File: config.mk
export PLATFORM = sky130hd
export DESIGN_NAME = logic_unit_pipe
export DESIGN_NICKNAME = d
export VERILOG_FILES = /design/src/rtl/logic_unit_pipe.sv
export SDC_FILE = /design/constraint.sdc
export NUM_CORES = 1
export LEC_CHECK = 0
export CORE_MARGIN = 3
export CORE_UTILIZATION = 30
export DETAILED_ROUTE_END_ITERATION = 6
export PLACE_DENSITY = 0.57
export SYNTH_ARGS = -nofsm -noshare
export SYNTH_HDL_FRONTEND = slang
export SYNTH_SLANG_ARGS = --single-unit
File: constraint.sdc
create_clock -name clk -period 2 [get_ports clk]
set_input_delay 0.2 -clock clk [delete_from_list [all_inputs] [get_ports clk]]
set_output_delay 0.2 -clock clk [all_outputs]
set_load 0.02 [all_outputs]
File: src/rtl/logic_unit_pipe.sv
// Pipelined bitwise logic unit: eight ops plus a zero flag,
// carried through an elastic valid/ready register chain.
module logic_unit_pipe #(
  parameter int WIDTH  = 32,
  parameter int STAGES = 2
) (
  input  logic             clk,
  input  logic             rst_n,
  input  logic             flush,
  input  logic             in_valid,
  output logic             in_ready,
  input  logic [2:0]       in_op,
  input  logic [WIDTH-1:0] in_a,
  input  logic [WIDTH-1:0] in_b,
  output logic             out_valid,
  input  logic             out_ready,
  output logic [WIDTH-1:0] out_result,
  output logic             out_zero
);

  typedef enum logic [2:0] {
    OP_NOT  = 3'b000,
    OP_AND  = 3'b001,
    OP_OR   = 3'b010,
    OP_XOR  = 3'b011,
    OP_ANDN = 3'b100,
    OP_ORN  = 3'b101,
    OP_XNOR = 3'b110,
    OP_PASS = 3'b111
  } op_e;

  typedef struct packed {
    logic [WIDTH-1:0] res;
    logic             zero;
  } beat_t;

  beat_t             head;
  logic [STAGES-1:0] vld;
  logic [STAGES-1:0] load;
  beat_t             dat [STAGES];

  always_comb begin
    head.res = '0;
    unique case (op_e'(in_op))
      OP_NOT:  head.res = ~in_a;
      OP_AND:  head.res = in_a & in_b;
      OP_OR:   head.res = in_a | in_b;
      OP_XOR:  head.res = in_a ^ in_b;
      OP_ANDN: head.res = in_a & ~in_b;
      OP_ORN:  head.res = in_a | ~in_b;
      OP_XNOR: head.res = ~(in_a ^ in_b);
      OP_PASS: head.res = in_a;
    endcase
    head.zero = (head.res == '0);
  end

  // A stage can load if any stage at or after it is empty,
  // or the consumer takes the last beat this cycle.
  always_comb begin : ready_chain
    logic room;
    load = '0;
    room = out_ready;
    for (int i = STAGES - 1; i >= 0; i--) begin
      room    = room | ~vld[i];
      load[i] = room;
    end
  end

  assign in_ready = load[0] & ~flush;

  for (genvar g = 0; g < STAGES; g++) begin : g_stage
    logic  up_v;
    beat_t up_d;
    logic  vld_d, vld_q;
    beat_t dat_d, dat_q;

    if (g == 0) begin : g_src
      assign up_v = in_valid;
      assign up_d = head;
    end else begin : g_src
      assign up_v = vld[g-1];
      assign up_d = dat[g-1];
    end

    always_comb begin
      vld_d = vld_q;
      dat_d = dat_q;
      if (load[g]) begin
        vld_d = up_v;
        if (up_v) dat_d = up_d;
      end
      if (flush) vld_d = 1'b0;
    end

    always_ff @(posedge clk or negedge rst_n) begin
      if (!rst_n) begin
        vld_q <= 1'b0;
        dat_q <= '0;
      end else begin
        vld_q <= vld_d;
        dat_q <= dat_d;
      end
    end

    assign vld[g] = vld_q;
    assign dat[g] = dat_q;
  end

  assign out_valid  = vld[STAGES-1];
  assign out_result = dat[STAGES-1].res;
  assign out_zero   = dat[STAGES-1].zero;

endmodule

==> flow_metrics.py, run 1 <==
metrics = {
    "critical_path": {
        "cp-end-kind": "flop",
        "crit_type": "in2reg",
        "cp_cell_sequence": "clkdlybuf4s50_1 -> mux2_2 -> a221oi_1 -> nor2_1 -> a221oi_2 -> nand4_1 -> buf_4 -> o41ai_2",
        "reg2reg_from": "out_valid",
        "arrival_ns": 2.17,
        "slowest_stage": "clkdlybuf4s50_1",
        "required_ns": 2.22,
        "rr_worst_depth": 7,
        "critPathMaxFanout": 2,
        "slowest_delay_ns": 0.48,
        "startpoint_type": "input port",
        "reg2reg_slack_ns": 0.11,
        "r2r_end": "dat[33]",
    },
    "power": {
        "clkPwrFrac_pct": 31.6,
        "p_sw_share_pct": 30.35,
        "p_leak_nw": 3.600,
        "finalPower_mw": 5.655,
        "power.switching_mw": 1.716,
        "power_frac_seq_pct": 31.5,
        "p_int_mw": 3.939,
        "combPwrFrac_pct": 36.8,
        "powerDensity_mw_per_mm2": 643.2,
        "ir_drop_v": 0.0003957,
    },
    "clock_network": {
        "cts_num_sinks": 68,
        "cts_root_buf": "clkbuf_16",
        "cts_inserted_buffers": 9,
        "cts.path.max_buffers": 2,
        "clkLatencyLatePin_ns": 0.33,
        "cts_tree": "yes",
        "htreeDepth": 3,
        "clkTransAtPathRegs_ns": 0.06,
    },
    "global_routing": {
        "grt_max_degree": 64,
        "grt_first_pass_wirelength_um": 26850,
        "grt_overflow": 0,
        "antenna_found_initial": 1,
        "grt_pass1_vias": 5099,
        "grt.total_usage_pct": 14.48,
    },
    "floorplan": {
        "die_area_mm2": 0.02280,
        "chipHeight_um": 151.0,
        "core.rowCount": 52,
        "initial_utilization_pct": 30.87,
        "fp.dieW_um": 151.0,
        "ios": 107,
        "coreArea_mm2": 0.02043,
    },
    "sta": {
        "final_max_slew_viol_count": 0,
        "fmax_mhz": 513.5,
        "setup_viol": 0,
        "relSlewSlack_pct": 67.48,
        "fin_crit_sh_pct": 97.37,
        "setup_tns_ns": 0,
        "clock_skew_ns": 0.004848,
        "tightestPinTransition_ns": 0.4837,
        "fin_ws_ns": 0.05266,
        "min_period_ns": 1.947,
        "hold_violations": 0,
    },
    "placed_design": {
        "hpwl_um": 12510,
        "dpl_worst_slack_ns": -0.5974,
        "place_area_mm2": 0.008079,
        "port_buffers": 106,
        "place_congestion": 0.7758,
    },
    "route": {
        "wl_met3_um": 542,
        "drtPass1Iterations": 4,
        "vias_per_cell": 5.078,
        "wl_um": 17050,
        "wl_per_cell_um": 14.79,
        "routed-wl-met2_um": 7613,
        "drc_errors": 0,
        "top_layer": "met5",
        "wl_met1_um": 8777,
        "vias": 5855,
        "drtIter0Drc": 237,
        "drtAntennaViolNets": 0,
    },
    "layout": {
        "final_nets": 951,
        "diodes": 0,
        "fillerInstances": 2034,
        "drive_above_1_share_pct": 31.37,
        "final_area_mm2": 0.008792,
        "syn2layout_area_growth_pct": 39.40,
        "post-route-util_pct": 43.04,
    },
    "synthesis": {
        "syn_area_mm2": 0.006307,
        "synth_cell_type_count": 39,
        "synth_cells": 747,
        "yosys.area.top_type_share_pct": 26.98,
        "avgSynthCellArea_um2": 8.444,
        "synth_area_leader_cell": "dfrtp_1",
        "ys.flop_type": "dfrtp_1",
        "synth-seq-area-share_pct": 26.98,
        "synth_enable_flop_cells": 0,
        "yosys_register_bits": 68,
        "ys_warn_count": 0,
        "synth.top_cells.by_area": "dfrtp_1, mux2_2, nand2b_1, mux2i_1, buf_4",
        "synth_async_sr_flop_share_pct": 100.0,
        "syn_nets": 819,
    },
    "flow_run": {
        "cap_viol_max_count": 0,
    },
    "outcome": {
        "status": "completed",
    },
    "min_path": {
        "hold_path.class": "in2async",
    },
}
## per-layer routing
layer | global-route usage (%) | vias up
li1 | - | 2981
met1 | 22.07 | 2787
met2 | 21.66 | 75
met3 | 2.095 | 10
met4 | 2.992 | 2
met5 | 0 | -
## placed cells by master (no fill, tap or decap), drive strengths merged, types with 11 or more instances in the layout
cell,count
o2111ai,22
mux2,41
a221oi,17
o21ai,31
nand3,22
mux2i,38
a31oi,22
a22oi,23
a21oi,48
clkdlybuf4s50,65
nand2b,72
nor2,17
nor2b,11
o31ai,23
dfrtp,68
dlygate4sd2,25
or3b,22
buf,142
clkbuf,15
nand2,57
nand3b,30
or3,22
## cells in the mapped netlist (all sizes together), types with 3 or more instances
library cell,number
or3b,22
a21oi,48
buf,79
dfrtp,68
or3,22
a31oi,22
mux2i,38
nand2b,72
nor2b,11
nor3,9
o221ai,8
nand4,7
o31ai,23
a22oi,23
mux2,41
o2111ai,22
nand3b,30
nand3,22
clkbuf,46
nand2,57
and2,3
o21ai,31
nor2,17
a221oi,17
## critical path: cells and delay by family
kind            cells  cell delay [ns]
compound gates      3             0.75
buf+inv             2             0.65
mux                 1             0.33
simple gates        2             0.23
## repair_timing
action,CTS,global route
pin swaps,8,18
cloned,0,1
setup buffers,1,5
endpoints found under the hold margin,18,0
hold buffers,1,0
endpoints found under the setup margin,2,1
resized for setup,57,54
## final cells by class
| class | count | area, um^2 | share of cell area [%] |
|---|---|---|---|
| clock buffer | 9 | 225.2 | 2.562 |
| clock inverter | 6 | 113.9 | 1.295 |
| inverter | 1 | 3.754 | 0.04269 |
| multi-input combinational | 553 | 4135 | 47.03 |
| sequential | 68 | 1702 | 19.35 |
| tap | 270 | 337.8 | 3.842 |
| timing repair buffer | 246 | 2275 | 25.87 |
## kinds of logic after synthesis
logic type,Yosys count,share of synthesized area [%]
flip-flops,68,26.98
AND/OR/NAND/NOR,274,25.15
multiplexers,80,13.71
AO/OA/AOI/OAI,199,22.00
buffers and inverters,126,12.16
## worst max path at each step
stage | start | end | slack, ns | cells past startpoint
floorplan | in_op[2] | dat[33] | 0.05 | 9
global placement | in_b[7] | dat[33] | -0.52 | 8
detailed placement | in_a[16] | dat[33] | -0.60 | 7
CTS | in_op[2] | dat[33] | 0.01 | 9
global route | in_a[1] | dat[33] | -0.03 | 8
finish | in_b[21] | dat[33] | 0.05 | 8
## metrics by stage
step                      hold slack (ns)  std cells
after floorplan                  -0.09559        747
after global placement             0.1752       1131
after detailed placement           0.1832       1131
after CTS                          0.3759       1147
after global routing               0.4080       1153
final                              0.3625       1153
## registers in the layout, indices dropped and copies added, names as in the netlist
| name | flops |
|---|---|
| dat | 33 |
| out_result | 32 |
| g_stage.vld_q | 1 |
| out_valid | 1 |
| out_zero | 1 |
## power groups by stage
stage | sequential (mW) | clock (mW) | combinational, mW
3_3_place_gp | 1.81 | 0 | 1.96
2_1_floorplan | 1.74 | 0 | 1.32
6_report | 1.78 | 1.79 | 2.08
4_1_cts | 1.79 | 1.83 | 2.03
3_5_place_dp | 1.81 | 0 | 1.99
5_1_grt | 1.82 | 1.89 | 2.27
Power figures use the tool's default switching activity.
==> run 2, diff against run 1 <==
- CORE_ASPECT_RATIO: default -> 0.8
==> flow_metrics.py, run 2 (synthesis results as in run 1) <==
metrics = {
    "route": {
        "wl_um": 17120,
        "drtPass1Iterations": 5,
        "wl_per_cell_um": 14.83,
        "vias": 5828,
        "vias_per_cell": 5.050,
        "drtAntennaViolNets": 0,
        "drtIter0Drc": 297,
        "drc_errors": 0,
    },
    "critical_path": {
        "reg2reg_from": "out_valid",
        "required_ns": 2.21,
        "slowest_stage": "o41ai_2",
        "critical-path-top-delay-family": "compound AO/OA/AOI/OAI gates",
        "cpMostUsedCell": "buf_4",
        "crit_type": "in2reg",
        "critical_path_buf_inv_count": 3,
        "slowest_delay_ns": 0.37,
        "crit_start": "in_op[2]",
        "critPathMaxFanout": 10,
        "startpoint_type": "input port",
        "cp-end-kind": "flop",
        "arrival_ns": 2.14,
        "cp_cell_sequence": "buf_4 -> buf_12 -> buf_4 -> nor2b_1 -> a21o_1 -> a221oi_1 -> o2111a_2 -> nand4_1 -> o41ai_2",
    },
    "layout": {
        "layout_common_cells": "buf_4, nand2b_1, dfrtp_1, clkdlybuf4s50_1, nand2_1",
        "final_common_cell": "buf_4",
        "syn2layout_area_growth_pct": 39.75,
        "drive_above_1_share_pct": 32.13,
        "largest_reg_flops": 33,
        "post-route-util_pct": 43.63,
        "final_nets": 957,
        "diodes": 0,
    },
    "global_routing": {
        "grt_overflow": 0,
        "grt_max_degree": 69,
        "grt_first_pass_wirelength_um": 27830,
        "grt_pass1_vias": 5257,
        "antenna_found_initial": 1,
        "grt.total_usage_pct": 14.63,
    },
    "placed_design": {
        "dpl_worst_slack_ns": -0.7248,
        "place_congestion": 0.7791,
        "hpwl_um": 12520,
        "port_buffers": 106,
    },
    "sta": {
        "fmax_mhz": 519.5,
        "fin_crit_sh_pct": 96.25,
        "setup_tns_ns": 0,
        "relSlewSlack_pct": 68.86,
        "tightestPinTransition_ns": 0.4632,
        "fin_ws_ns": 0.07495,
        "min_period_ns": 1.925,
        "clock_skew_ns": 0.007762,
        "final_max_slew_viol_count": 0,
        "hold_violations": 0,
        "setup_viol": 0,
    },
    "outcome": {
        "status": "completed",
    },
    "power": {
        "finalPower_mw": 5.604,
        "ir_drop_v": 0.0005619,
        "p_leak_nw": 3.672,
        "powerDensity_mw_per_mm2": 635.7,
    },
    "clock_network": {
        "cts_inserted_buffers": 9,
        "htreeDepth": 3,
        "cts.path.max_buffers": 2,
        "cts_root_buf": "clkbuf_16",
        "clkLatencyLatePin_ns": 0.32,
        "cts_tree": "yes",
        "clkTransAtPathRegs_ns": 0.06,
        "cts_num_sinks": 68,
    },
    "floorplan": {
        "coreArea_mm2": 0.02020,
        "ios": 107,
        "die_area_mm2": 0.02281,
        "chipHeight_um": 135.7,
        "fp.dieW_um": 168.1,
        "core.rowCount": 46,
        "initial_utilization_pct": 31.22,
    },
    "min_path": {
        "hold_path.class": "in2async",
    },
    "flow_run": {
        "cap_viol_max_count": 0,
    },
}
run 2: cell count changes in the layout (fill, tap and decap cells not counted), moves of 3 or more:
cell	delta
buf_4	+8
dlymetal6s2s_1	+4
buf_8	-3
o31ai_2	+3
run 2: per-layer routing:
layer / up-vias / track usage, % / wire length (um)
met5: - / 0 / 7
li1: 3005 / - / -
met3: 8 / 2.246 / 713
met2: 81 / 19.95 / 6977
met4: 2 / 2.999 / 91
met1: 2732 / 23.78 / 9327
run 2: path summary, 6_finish.rpt:
kind | endpoint | slack (ns) | depth (start not counted)
max | dat[33] | 0.07 | 9
min | out_result[5] | 0.42 | 3
max reg2reg | dat[33] | 0.15 | 7
min reg2reg | dat[59] | 0.47 | 2
max in group asynchronous | dat[45] | 1.26 | 3
min in group clk | out_valid | 0.47 | 2
run 2: area by class of cell:
type / count / area (um^2)
Sequential cell: 68 / 1702
Timing Repair Buffer: 252 / 2326
Inverter: 1 / 3.754
Tap cell: 264 / 330.3
Clock buffer: 10 / 239.0
Multi-Input combinational cell: 553 / 4128
Clock inverter: 6 / 86.33
Fill cell: 1992 / 11390
run 2: what timing repair did:
action | CTS | global route
gates resized for setup | 51 | 54
cloned | 0 | 2
hold buffers | 1 | 0
pin swaps | 9 | 18
endpoints found under the hold margin | 68 | 0
setup endpoints to repair | 2 | 1
buffers inserted | 2 | 4
run 2: worst min-delay path: cells and delay by family:
family   cells  cell delay [ns]
buf+inv      3             0.94
run 2: report_power, final:
part / leakage [nW] / switching, mW / total [mW] / internal (mW)
clock network: 0.159 / 0.581 / 1.71 / 1.12
registers: 0.823 / 0.156 / 1.79 / 1.63
logic: 2.69 / 1.00 / 2.11 / 1.11
total: 3.67 / 1.74 / 5.60 / 3.87
run 2: metrics by stage:
step	hold slack (ns)	cells	cell area (um^2)
3_5_place_dp	0.2521	1130	8122
4_1_cts	0.4444	1149	8563
6_report	0.4225	1154	8815
5_1_grt	0.4706	1154	8815
3_3_place_gp	0.2559	1130	8122
2_1_floorplan	-0.09559	747	6307
